<file path="config.mk">
export PLATFORM = sky130hd
export DESIGN_NAME = mask_cfg_ctrl
export DESIGN_NICKNAME = d
export VERILOG_FILES = /design/src/rtl/mask_cfg_pkg.sv /design/src/rtl/mask_cfg_ctrl_luma_mean_acc.sv /design/src/rtl/mask_cfg_ctrl.sv
export SDC_FILE = /design/constraint.sdc
export NUM_CORES = 1
export LEC_CHECK = 0
export ABC_CLOCK_PERIOD_IN_PS = 3870
export CORE_MARGIN = 2
export CORE_UTILIZATION = 50
export CTS_CLUSTER_DIAMETER = 100
export DETAILED_ROUTE_END_ITERATION = 12
export PLACE_DENSITY = 0.8
export SLEW_MARGIN = 10
export SYNTH_ARGS = -nofsm -noshare
export SYNTH_HDL_FRONTEND = slang
export SYNTH_SLANG_ARGS = --single-unit
</file>
<file path="constraint.sdc">
create_clock -name clk -period 3.87 [get_ports clk]
set_input_delay 0.5805 -clock clk [delete_from_list [all_inputs] [get_ports clk]]
set_output_delay 0.5805 -clock clk [all_outputs]
set_load 0.03 [all_outputs]
</file>
<file path="src/rtl/mask_cfg_pkg.sv">
// Shared constants for the luma mask configuration scheduler: register map,
// reset defaults, auto-threshold FSM encoding and the configuration set layout.
package mask_cfg_pkg;

  localparam int unsigned DEF_X1        = 55;
  localparam int unsigned DEF_Y1        = 60;
  localparam int unsigned DEF_X2        = 660;
  localparam int unsigned DEF_Y2        = 192;
  localparam int unsigned DEF_THR       = 64;
  localparam int unsigned DEF_BLOBX     = 21;
  localparam int unsigned DEF_BLOBY     = 15;
  localparam int unsigned DEF_AUTO_LOG2 = 12;
  localparam int unsigned DEF_Y_OFFSET  = 24;

  localparam logic [2:0] ADDR_X1    = 3'd0;
  localparam logic [2:0] ADDR_Y1    = 3'd1;
  localparam logic [2:0] ADDR_X2    = 3'd2;
  localparam logic [2:0] ADDR_Y2    = 3'd3;
  localparam logic [2:0] ADDR_THR   = 3'd4;
  localparam logic [2:0] ADDR_BLOBX = 3'd5;
  localparam logic [2:0] ADDR_BLOBY = 3'd6;
  localparam logic [2:0] ADDR_RSVD  = 3'd7;

  typedef enum logic [1:0] {
    IDLE  = 2'd0,
    ACCUM = 2'd1,
    CALC  = 2'd2,
    WAIT  = 2'd3
  } auto_state_e;

  typedef struct packed {
    logic [9:0] x1;
    logic [9:0] y1;
    logic [9:0] x2;
    logic [9:0] y2;
    logic [7:0] thr;
    logic [8:0] blob_x;
    logic [8:0] blob_y;
  } cfg_set_t;

endpackage

</file>
<file path="src/rtl/mask_cfg_ctrl_luma_mean_acc.sv">
// ROI-gated luma accumulator: sums the first 2^AUTO_LOG2 in-window pixels of a
// frame and exposes the resulting mean once the sample set is complete.
module luma_mean_acc #(
  parameter int unsigned AUTO_LOG2 = 12
) (
  input  logic       clk,
  input  logic       rst_n,
  input  logic       clr,
  input  logic       acc_en,
  input  logic       pix_valid,
  input  logic [9:0] tv_x,
  input  logic [9:0] tv_y,
  input  logic [7:0] pix_y,
  input  logic [9:0] x_min,
  input  logic [9:0] x_max,
  input  logic [9:0] y_min,
  input  logic [9:0] y_max,
  output logic       done,
  output logic [7:0] mean
);

  localparam int unsigned SUM_W = 8 + AUTO_LOG2;

  logic [SUM_W-1:0]   sum;
  logic [AUTO_LOG2:0] count;
  logic               in_roi;
  logic               take;

  assign in_roi = (tv_x >= x_min) && (tv_x <= x_max) && (tv_y >= y_min) && (tv_y <= y_max);
  assign done   = count[AUTO_LOG2];
  assign take   = acc_en && pix_valid && in_roi && !done;
  // Top byte of the sum is the mean once exactly 2^AUTO_LOG2 samples are in.
  assign mean   = sum[SUM_W-1 -: 8];

  always_ff @(posedge clk or negedge rst_n) begin
    if (!rst_n) begin
      sum   <= '0;
      count <= '0;
    end else if (clr) begin
      sum   <= '0;
      count <= '0;
    end else if (take) begin
      sum   <= sum + SUM_W'(pix_y);
      count <= count + (AUTO_LOG2+1)'(1);
    end
  end

endmodule

</file>
<file path="src/rtl/mask_cfg_ctrl.sv">
// Configuration scheduler for the luma mask stage: host shadow registers applied
// atomically at frame start, plus an optional per-frame auto threshold.
module mask_cfg_ctrl
  import mask_cfg_pkg::*;
#(
  parameter int unsigned X1_DEF    = DEF_X1,
  parameter int unsigned Y1_DEF    = DEF_Y1,
  parameter int unsigned X2_DEF    = DEF_X2,
  parameter int unsigned Y2_DEF    = DEF_Y2,
  parameter int unsigned THR_DEF   = DEF_THR,
  parameter int unsigned BLOBX_DEF = DEF_BLOBX,
  parameter int unsigned BLOBY_DEF = DEF_BLOBY,
  parameter int unsigned AUTO_LOG2 = DEF_AUTO_LOG2,
  parameter int unsigned Y_OFFSET  = DEF_Y_OFFSET
) (
  input  logic       clk,
  input  logic       rst_n,
  input  logic       frame_start,
  input  logic       pix_valid,
  input  logic [9:0] tv_x,
  input  logic [9:0] tv_y,
  input  logic [7:0] Y,
  input  logic       auto_en,
  input  logic       cfg_we,
  input  logic [2:0] cfg_addr,
  input  logic [9:0] cfg_wdata,
  output logic [9:0] x_min,
  output logic [9:0] x_max,
  output logic [9:0] y_min,
  output logic [9:0] y_max,
  output logic [7:0] y_thr,
  output logic [8:0] blob_min_x,
  output logic [8:0] blob_min_y,
  output logic       cfg_applied,
  output logic       cfg_err,
  output logic       thr_valid
);

  localparam cfg_set_t DEF_SET = '{
    x1:     10'(X1_DEF),
    y1:     10'(Y1_DEF),
    x2:     10'(X2_DEF),
    y2:     10'(Y2_DEF),
    thr:    8'(THR_DEF),
    blob_x: 9'(BLOBX_DEF),
    blob_y: 9'(BLOBY_DEF)
  };

  // Auto threshold sits Y_OFFSET below the mean, floored at 1 so the mask never goes dead.
  function automatic logic [7:0] calc_auto_thr(input logic [7:0] mean);
    if (mean > 8'(Y_OFFSET))
      return mean - 8'(Y_OFFSET);
    else
      return 8'd1;
  endfunction

  cfg_set_t    shadow;
  cfg_set_t    active;
  logic        pending;
  logic        auto_en_q;
  logic        wr_hit;
  logic        roi_ok;

  auto_state_e state;
  auto_state_e state_nx;
  logic        calc_ld;
  logic        publish;
  logic        acc_en;
  logic        acc_done;
  logic [7:0]  acc_mean;
  logic [7:0]  auto_thr;
  logic [7:0]  auto_thr_pend;

  assign wr_hit = cfg_we && (cfg_addr != ADDR_RSVD);
  assign roi_ok = (shadow.x1 <= shadow.x2) && (shadow.y1 <= shadow.y2);

  always_ff @(posedge clk or negedge rst_n) begin
    if (!rst_n) begin
      shadow <= DEF_SET;
    end else if (cfg_we) begin
      case (cfg_addr)
        ADDR_X1:    shadow.x1     <= cfg_wdata;
        ADDR_Y1:    shadow.y1     <= cfg_wdata;
        ADDR_X2:    shadow.x2     <= cfg_wdata;
        ADDR_Y2:    shadow.y2     <= cfg_wdata;
        ADDR_THR:   shadow.thr    <= cfg_wdata[7:0];
        ADDR_BLOBX: shadow.blob_x <= cfg_wdata[8:0];
        ADDR_BLOBY: shadow.blob_y <= cfg_wdata[8:0];
        default:    ;
      endcase
    end
  end

  // Apply uses the shadow as it stood before this cycle's write, so a write
  // landing on frame_start keeps pending set for the next frame.
  always_ff @(posedge clk or negedge rst_n) begin
    if (!rst_n) begin
      active      <= DEF_SET;
      pending     <= 1'b0;
      cfg_applied <= 1'b0;
      cfg_err     <= 1'b0;
      auto_en_q   <= 1'b0;
    end else begin
      cfg_applied <= 1'b0;
      if (frame_start) begin
        auto_en_q <= auto_en;
        if (pending) begin
          if (roi_ok) begin
            active      <= shadow;
            cfg_applied <= 1'b1;
            cfg_err     <= 1'b0;
          end else begin
            cfg_err     <= 1'b1;
          end
        end
      end
      if (wr_hit)
        pending <= 1'b1;
      else if (frame_start)
        pending <= 1'b0;
    end
  end

  always_ff @(posedge clk or negedge rst_n) begin
    if (!rst_n)
      state <= IDLE;
    else
      state <= state_nx;
  end

  always_comb begin
    state_nx = state;
    case (state)
      IDLE:    if (frame_start && auto_en) state_nx = ACCUM;
      ACCUM:   if (!frame_start && acc_done) state_nx = CALC;
      CALC:    state_nx = WAIT;
      WAIT:    if (frame_start) state_nx = auto_en ? ACCUM : IDLE;
      default: state_nx = IDLE;
    endcase
  end

  always_comb begin
    acc_en  = (state == ACCUM);
    calc_ld = (state == CALC);
    publish = (state == WAIT) && frame_start;
  end

  always_ff @(posedge clk or negedge rst_n) begin
    if (!rst_n) begin
      auto_thr_pend <= '0;
      auto_thr      <= '0;
      thr_valid     <= 1'b0;
    end else begin
      if (calc_ld)
        auto_thr_pend <= calc_auto_thr(acc_mean);
      if (publish) begin
        auto_thr  <= auto_thr_pend;
        thr_valid <= auto_en;
      end
    end
  end

  // Counters clear on every frame_start so each frame starts a fresh sample set.
  luma_mean_acc #(
    .AUTO_LOG2 (AUTO_LOG2)
  ) u_acc (
    .clk       (clk),
    .rst_n     (rst_n),
    .clr       (frame_start),
    .acc_en    (acc_en),
    .pix_valid (pix_valid),
    .tv_x      (tv_x),
    .tv_y      (tv_y),
    .pix_y     (Y),
    .x_min     (active.x1),
    .x_max     (active.x2),
    .y_min     (active.y1),
    .y_max     (active.y2),
    .done      (acc_done),
    .mean      (acc_mean)
  );

  assign x_min      = active.x1;
  assign x_max      = active.x2;
  assign y_min      = active.y1;
  assign y_max      = active.y2;
  assign blob_min_x = active.blob_x;
  assign blob_min_y = active.blob_y;
  assign y_thr      = (auto_en_q && thr_valid) ? auto_thr : active.thr;

endmodule
</file>
Yosys cells after proc, flatten, opt, wreduce, memory -nomap -nowiden:

Cells that the tools add are included.

* register bits after elaboration: 188
* input port bits: 47
* output and inout bits: 69
* word-level logic and storage cells: 92

* add/sub/neg operators: 3
* magnitude comparators: 7
* eq/ne operators: 13
* mux-type cells: 17
* reductions and logical operators: 28

Operator list (count)
* 10-bit less-or-equal comparator: 4
* 20-bit 2-to-1 mux: 2
* 13-bit 2-to-1 mux: 2
* 20-bit by 8-bit adder with 20-bit output: 1
* 10-bit greater-or-equal comparator: 2
* 8-bit 2-to-1 mux: 2
* 2-bit AND reduction: 8
* 13-bit by 1-bit adder with 13-bit output, second input constant: 1
* 1-bit logical AND: 12
* 3-bit equality test, second input constant: 3
* 8-bit by 5-bit > comparator with 1-bit output, second input constant: 1
* 2-bit one-hot mux with 4 select lines: 1
* 8-bit by 5-bit subtractor with 8-bit output, second input constant: 1
* 1-bit 2-to-1 mux: 7
* 3-bit by 2-bit equality test with 1-bit output, second input constant: 2
* 2-bit 2-to-1 mux: 3
* 2-bit != test, second input constant: 3
* 3-bit AND reduction: 2
* 2-bit equality test, second input constant: 2
* 2-bit nonzero test: 2
* 3-bit by 1-bit equality test with 1-bit output, second input constant: 1
* 3-bit zero test: 1
* 3-bit != test, second input constant: 1
* 2-bit by 1-bit equality test with 1-bit output, second input constant: 1
* 2 further kinds: 3

Longest topological paths before layout:

Gate-level depths: netlist of the first run.

* word-level depth: 8
* depth in mapped cells: 12
* gate-level depth less buffers: 9

Hierarchy:

A second synthesis of the first run with hierarchy kept.

* cells, all modules: 908
* area, all modules: 10268.6 sq um

Modules (own cells, without submodules)
* mask_cfg_ctrl: times used 1, cells each 535, area an instance 7123.1 sq um, sequential area each 3936.3 sq um
* luma_mean_acc: times used 1, cells each 373, area an instance 3145.5 sq um, sequential area each 825.8 sq um

Worst setup path after synthesis of the first run:

OpenSTA, ideal clock, no wires.

* kind: input to register
* start: in tv_y[5]
* end: reg u_acc.sum[18]
* library setup time: 78 ps
* arrival time: 2830 ps
* data required time: 3792 ps
* path slack: 962 ps
* stages on the path: 10
* path buffers: 2
* cell sequence: ha_1 -> a21oi_2 -> o21ai_2 -> a2111oi_4 -> o221ai_2 -> or3_1 -> buf_6 -> buf_6 -> or4_1 -> a21oi_1

* cells in the longest elaborated chain, start to end: 6
* elaborated cells between the ends (all ways): 7
* classes of those cells: order compare (2); reduce/logical (5)

RTL lines
* from (decl): line mask_cfg_ctrl.sv:21 `input logic [9:0] tv_y,`
* 10-bit greater-or-equal comparator: line mask_cfg_ctrl_luma_mean_acc.sv:29 `assign in_roi = (tv_x >= x_min) && (tv_x <= x_max) && (tv_y >= y_min) && (tv_y <= y_max);`
* 1-bit logical AND: line mask_cfg_ctrl_luma_mean_acc.sv:29
* 1-bit logical AND (*): line mask_cfg_ctrl_luma_mean_acc.sv:29
* 1-bit logical AND (*) (2 in a row): line mask_cfg_ctrl_luma_mean_acc.sv:31 `assign take = acc_en && pix_valid && in_roi && !done;`
* 2-bit nonzero test (no source line) (*)
* to (signal assigned): line mask_cfg_ctrl_luma_mean_acc.sv:43 `sum <= sum + SUM_W'(pix_y);`
* to (decl): line mask_cfg_ctrl_luma_mean_acc.sv:24 `logic [SUM_W-1:0] sum;`

Mark *: on every way between the ends. The rest lies on a longest branch, timed or not.
A chain may end at the register's enable or synchronous reset.

Worst setup path in the final report of the first run:

* start: in tv_x[8]
* end: reg u_acc.count[6]

* cells in the longest elaborated chain, start to end: 7
* elaborated cells between the ends (all ways): 8
* classes of those cells: order compare (2); reduce/logical (6)

RTL lines
* from (decl): line mask_cfg_ctrl.sv:20 `input logic [9:0] tv_x,`
* 10-bit greater-or-equal comparator / 10-bit less-or-equal comparator (equally long branches): line mask_cfg_ctrl_luma_mean_acc.sv:29
* 1-bit logical AND (*) (3 in a row): line mask_cfg_ctrl_luma_mean_acc.sv:29
* 1-bit logical AND (*) (2 in a row): line mask_cfg_ctrl_luma_mean_acc.sv:31
* 2-bit nonzero test (no source line) (*)
* to (signal assigned): line mask_cfg_ctrl_luma_mean_acc.sv:44 `count <= count + (AUTO_LOG2+1)'(1);`
* to (decl): line mask_cfg_ctrl_luma_mean_acc.sv:25 `logic [AUTO_LOG2:0] count;`

Marked as above.

==> out/qor.yml, run 1 <==
yosysUniqueCellTypes: 57
r2r-start: "x_max[9]$_DFFE_PN1P_"
crit_fanout: 5
io_pins: 116
drive_above_1_share_pct: 23.3
synth_top_cells_by_area: "dfrtp_1, mux2_2, dfstp_2"
wl_per_cell_um: 17.4
grt_pass1_wl_um: 33800
setup_viol: 0
crit_type: "primary input to flip-flop"
num_vias: 6548
p_sw_share_pct: 37.1
firstDrtPassIters: 4
gp_congestion: 0.822
path_clk_slew_ps: 70
track_usage_pct: 20.9
syn_area_um2: 9920
period_minus_slack_ps: 3410
yosysWarnings: 0
finalCritPeriodShare_pct: 88.1
p_leak_nw: 5.15
ant_nets: 0
grt_pass1_vias: 6668
cts_buffers: 17
ys_seq_area_share_pct: 48.0
avgSynthCellArea_um2: 11.5
required_ps: 4180
synth_top_area_share_pct: 35.8
clockBufferDepth: 2
status: "finished, final reports clean"
postCtsSetupBuffers: 0
drc: 0
htreeDepth: 4
syn2layout_area_growth_pct: 16.6
cts.hold.buffers_added: 0
clock_sinks: 188
fin_util_pct: 59.4
viasPerCell: 5.43
p_int_mw: 5.09
clockPowerShare_pct: 21.3
worstRegToRegCells: 9
fin_nets: 1051
routed_wl_um: 20900
ys_ff_latch: 188
synth.largest_area_cell: "dfrtp_1"
peakVddDrop_uv: 326
cts_root_buf: "clkbuf_16"
antenna_found_initial: 1
start_util_pct: 51.0
synth-async-reset-ratio_pct: 100
dieHeight_um: 145
maxCapViolations: 0
numPortBuffers: 115
antenna_cells: 0
critPathArrivalTime_ps: 3720
critPathCaptureType: "flip-flop"
die_width_um: 145
core_um2: 19500
report.final.slew_viol_count: 0
fin_skew_ps: 11.9
worst_pin_slew_ps: 1110
crit_chain: "clkdlybuf4s50_1 > ha_1 > a21oi_1 > nand2_1 > a211o_1 > o22a_1 > nor4b_1 > and3_1 > mux2_2"
fmax_mhz: 293
rrSetupSlack_ps: 580
synth_edf_count: 0
num-fill-cells: 1558
insertion_delay_ps: 430
hp-class: "primary input to asynchronous set/reset pin"
cts_tree: "done"
slowest_stage: "nor4b_1"
fin_tns_setup_ps: 0
overflow: 0
rsz0062_at_grt: "false"
combPwrFrac_pct: 41.8
critical-path-top-delay-family: "simple AND/OR/NAND/NOR gates"
hold_viol: 0
ys.flop_type: "dfrtp_1"
pwr_density_cell_nw_per_um2: 698
drt-initial-drc-count: 270
p_sw_mw: 2.99
die-area_um2: 21000
syn-num-nets: 989
grt_max_degree: 88
synth_common_cells: "dfrtp_1, mux2_2, ha_1"
yosysMostFrequentCell: "dfrtp_1"
synthCells: 866
power_frac_seq_pct: 37.0
post-dp-hpwl_um: 14900
ctsResizeCount: 0
crit_buf_inv: 1
slew_headroom_pct: 24.7
r2r_end: "u_acc.count[6]$_DFFE_PN0P_"
slowest_delay_ps: 960
rows: 51
start_kind: "primary input"
cells by family (layout without fill, tap and decap cells):
group           Yosys count  in the layout  share of synthesized area (%)
buf+inv                 157            232                           8.35
flops                   188            188                           48.0
simple gates            154            154                           8.09
fa+ha+maj                76             76                           9.66
xor+xnor                  8              8                          0.706
compound gates          136            136                           8.85
mux                     147            147                           16.3
cells in the final DEF, fill, tap and decap left out, types with 5 or more instances in the layout:
cell type | synthesis | layout
dfrtp_1 | 142 | 142
mux2_2 | 119 | 119
clkdlybuf4s50_1 | 0 | 114
ha_1 | 75 | 75
inv_1 | 72 | 72
dfstp_2 | 46 | 46
nand2_1 | 43 | 43
a21oi_1 | 40 | 40
o21ai_0 | 36 | 36
mux2i_1 | 28 | 28
nor2_1 | 27 | 27
clkbuf_16 | 0 | 17
o31ai_1 | 14 | 14
or4_1 | 13 | 13
nand4_1 | 12 | 12
nand3_1 | 12 | 12
buf_4 | 59 | 11
a21o_1 | 10 | 10
and3_1 | 9 | 9
nor2b_1 | 8 | 8
nand2b_1 | 6 | 6
a211oi_1 | 6 | 6
or3_1 | 6 | 6
nor3_1 | 5 | 5
xnor2_1 | 5 | 5
stage by stage:
| step | setup slack, ps | hold WS, ps | power (mW) | instance area, um^2 | std cells |
|---|---|---|---|---|---|
| 2_1_floorplan | 962 | 285 | 5.50 | 9920 | 866 |
| 3_3_place_gp | 215 | 460 | 6.28 | 11000 | 1174 |
| 3_5_place_dp | 72.9 | 469 | 6.38 | 11000 | 1174 |
| 4_1_cts | 499 | 227 | 8.13 | 11600 | 1206 |
| 5_1_grt | 259 | 244 | 8.55 | 11600 | 1206 |
| 6_report | 459 | 180 | 8.08 | 11600 | 1206 |
layer usage:
metal | vias up | wire length, um | GRT usage [%]
met4 | 2 | 447 | 7.10
met3 | 35 | 1070 | 4.54
met1 | 3225 | 9280 | 27.4
met5 | - | 13 | 0
li1 | 3134 | - | -
met2 | 152 | 10100 | 34.5
final cells by class:
class	instances	area [um^2]	share of cell area, %
clock inverter	13	133	1.15
inverter	72	270	2.34
timing repair buffer	128	1270	11.0
multi-input combinational	521	4350	37.6
tap	265	332	2.87
clock buffer	19	443	3.83
sequential	188	4760	41.2
how the worst max path moves through the flow:
stage | start | end | slack, ps | cells after the start
after CTS | tv_x[8] | u_acc.count[6]$_DFFE_PN0P_ | 500 | 9
after floorplan | tv_y[5] | u_acc.sum[18]$_DFFE_PN0P_ | 960 | 10
after global placement | tv_x[8] | u_acc.count[6]$_DFFE_PN0P_ | 220 | 9
final | tv_x[8] | u_acc.count[6]$_DFFE_PN0P_ | 460 | 9
after global routing | tv_y[3] | u_acc.count[6]$_DFFE_PN0P_ | 260 | 9
after detailed placement | tv_x[8] | u_acc.count[6]$_DFFE_PN0P_ | 70 | 9
sequential cells by signal (all words and copies together), names as in the netlist:
signal,flops
pending,1
u_acc.sum,20
auto_en_q,1
auto_thr,8
u_acc.count,13
x_min,10
state,2
cfg_err,1
y_max,10
thr_valid,1
blob_min_y,9
y_min,10
cfg_applied,1
active,8
shadow,66
blob_min_x,9
x_max,10
auto_thr_pend,8
worst register-to-register path, cell delays in order, from the launching register on:
cell and delay, ps:
dfstp_2 530, inv_1 60, ha_1 290, nand4_1 110, nor2_1 50, a211o_1 270, o22a_1 280, nor4b_1 960
and3_1 280, mux2_2 340
power by group through the flow:
stage                     Clock, mW  Combinational [mW]  Sequential, mW
after detailed placement          0                3.36            3.02
final                          1.72                3.37            2.99
after floorplan                   0                2.59            2.91
after global routing           1.82                3.67            3.05
after CTS                      1.74                3.40            2.99
after global placement            0                3.28            3.00
(Power assumes the default switching activity.)
==> run 2: changes to the inputs <==
--- a/config.mk
+++ b/config.mk
@@ -10,7 +10,9 @@
 export CORE_UTILIZATION = 50
 export CTS_CLUSTER_DIAMETER = 100
 export DETAILED_ROUTE_END_ITERATION = 12
+export GPL_TIMING_DRIVEN = 0
 export PLACE_DENSITY = 0.8
+export RECOVER_POWER = 50
 export SLEW_MARGIN = 10
 export SYNTH_ARGS = -nofsm -noshare
 export SYNTH_HDL_FRONTEND = slang
==> run 2 against run 1 <==
Effect of this change:
- clock power shrank 2%
- global-route usage increased by 0.35 points
- via count is 5.0% higher
- flip-flop and latch count unchanged
- non-clock buffer count grew 73
- power up 4.6%
- maximum frequency fell by 7.6%
- critical path depth grew 4
- first-iteration DRC count up 61%
- clock skew is 2.9 ps higher
- critical endpoint is now u_acc.sum[3]$_DFFE_PN0P_
- largest cell class unchanged
- largest power group unchanged
- highest routed layer is now met4
==> out/qor.yml, run 2 (synthesis results as in run 1) <==
cts_buffers: 17  # unchanged
postLayoutSetupSlackWorst_ps: 177  # was 459 ps
fin_nets: 1124  # was 1051
ant_nets: 0  # unchanged
critPathArrivalTime_ps: 3990  # was 3720 ps
io_pins: 116  # unchanged
track_usage_pct: 21.2  # was 20.9%
drc: 0  # unchanged
start_util_pct: 51.0  # unchanged
hp-class: "flip-flop to flip-flop"  # was primary input to asynchronous set/reset pin
grt_pass1_wl_um: 34400  # was 33800 um
status: "finished, final reports clean"  # unchanged
crit_fanout: 10  # was 5
worst_pin_slew_ps: 1400  # was 1110 ps
pwr_density_cell_nw_per_um2: 705  # was 698 nW/um^2
required_ps: 4170  # was 4180 ps
slew_headroom_pct: 6.37  # was 24.7%
antenna_cells: 0  # unchanged
post-dp-hpwl_um: 15700  # was 14900 um
die_width_um: 145  # unchanged
critPathCaptureType: "flip-flop"  # unchanged
largest_reg_flops: 66  # unchanged
crit_type: "primary input to flip-flop"  # unchanged
report.final.slew_viol_count: 0  # unchanged
cts_tree: "done"  # unchanged
ctsResizeCount: 0  # unchanged
grt_pass1_vias: 6898  # was 6668
start_kind: "primary input"  # unchanged
met3_usage_pct: 3.65  # was 4.54%
final_cell_mix: "dfrtp_1, mux2_2, clkdlybuf4s50_1"  # unchanged
p_leak_nw: 5.41  # was 5.15 nW
fmax_mhz: 271  # was 293 MHz
stdcell_area_um2: 12000  # was 11600 um^2
num_vias: 6875  # was 6548
cts.hold.buffers_added: 1  # was 0
drive_above_1_share_pct: 26.5  # was 23.3%
finalCritPeriodShare_pct: 95.4  # was 88.1%
htreeDepth: 4  # unchanged
place_area_um2: 11400  # was 11000 um^2
layout_commonest_cell: "dfrtp_1"  # unchanged
placed_cells: 1246  # was 1174
hold_viol: 0  # unchanged
path_clk_slew_ps: 70  # about the same
fin_skew_ps: 14.8  # was 11.9 ps
drt-initial-drc-count: 435  # was 270
clock_sinks: 188  # unchanged
fin_tns_setup_ps: 0  # unchanged
use_met2_pct: 37.0  # was 34.5%
final_cell_count_no_fill: 1279  # was 1206
pre_cts_slack_ps: -253  # was 72.9 ps
rows: 51  # unchanged
antenna_found_initial: 0  # was 1
dieHeight_um: 145  # unchanged
gp_congestion: 0.795  # was 0.822
grt_max_degree: 93  # was 88
numPortBuffers: 113  # was 115
grt-busiest-layer: "met2"  # unchanged
setup_viol: 0  # unchanged
cts_root_buf: "clkbuf_16"  # unchanged
overflow: 0  # unchanged
syn2layout_area_growth_pct: 20.8  # was 16.6%
grt_util_met1_pct: 27.6  # was 27.4%
regMostFlops: "shadow"  # unchanged
rsz0062_at_grt: "false"  # unchanged
firstDrtPassIters: 4  # unchanged
maxCapViolations: 0  # unchanged
viasPerCell: 5.38  # was 5.43
period_minus_slack_ps: 3690  # was 3410 ps
wl_per_cell_um: 16.6  # was 17.4 um
peakVddDrop_uv: 353  # was 326 uV
routed_wl_um: 21300  # was 20900 um
postCtsSetupBuffers: 0  # unchanged
insertion_delay_ps: 440  # was 430 ps
clockBufferDepth: 2  # unchanged
core_um2: 19500  # unchanged
die-area_um2: 21000  # unchanged
reg_top3: "shadow: 66 flops, u_acc.sum: 20 flops, u_acc.count: 13 flops"  # unchanged
==> run 2: changes by cell type in the layout (fill, tap and decap cells not counted), sizes merged <==
cell / before / now
clkbuf: 19 / 42
buf: 14 / 64
clkinvlp: 2 / 1
clkinv: 4 / 8
inv: 78 / 77
bufinv: 1 / 0
clkdlybuf4s50: 114 / 110
dlygate4sd3: 0 / 3
==> run 2: per-stage QoR <==
stage                     util [%]  power (mW)  hold WS, ps
after CTS                     61.8        8.51          489
after detailed placement      58.8        6.81          439
after global routing          61.6        8.95          521
after floorplan                  -        5.50          285
after global placement        58.5        6.69          458
final                         61.6        8.45          480
==> run 2: layer usage <==
layer	vias to the layer above	part of all wire, %
li1	3276	-
met2	161	50
met1	3419	45
met3	19	4.1
met4	0	0.99
met5	-	0
==> run 2: worst max-delay path, stage by stage <==
cell             delay [ps]
clkdlybuf4s50_1         460
inv_1                    60
ha_1                    280
nand2b_1                140
a31oi_1                 240
o21ai_0                 160
a221oi_1                710
or3_1                   230
buf_6                   140
clkbuf_1                390
buf_4                   310
mux2i_1                 220
nor2_1                   60
==> run 2: final timing paths <==
check	from	to	slack (ps)	depth (start not counted)
worst max register to register	x_min[2]$_DFFE_PN1P_	u_acc.sum[3]$_DFFE_PN0P_	240	12
min in group asynchronous	rst_n	y_max[5]$_DFFE_PN0P_	1000	2
max in group asynchronous	rst_n	x_min[1]$_DFFE_PN1P_	560	4
worst min register to register	auto_thr[2]$_DFFE_PN0P_	auto_thr[2]$_DFFE_PN0P_	480	2
worst min-delay path	auto_thr[2]$_DFFE_PN0P_	auto_thr[2]$_DFFE_PN0P_	480	2
worst max-delay path	tv_x[0]	u_acc.sum[3]$_DFFE_PN0P_	180	13
==> run 2: cell type report <==
class	count	area, um^2
Fill cell	1572	7480
Sequential cell	188	4760
Multi-Input combinational cell	521	4330
Timing Repair Buffer	116	1160
Buffer	85	558
Clock buffer	18	439
Tap cell	265	332
Inverter	72	270
Clock inverter	14	131
==> run 2: where the power goes <==
group          leakage (nW)  total [mW]  switching, mW  internal, mW
clock network         0.279        1.68          0.818         0.864
registers              2.28        2.98          0.354          2.63
logic                  2.85        3.78           1.91          1.87
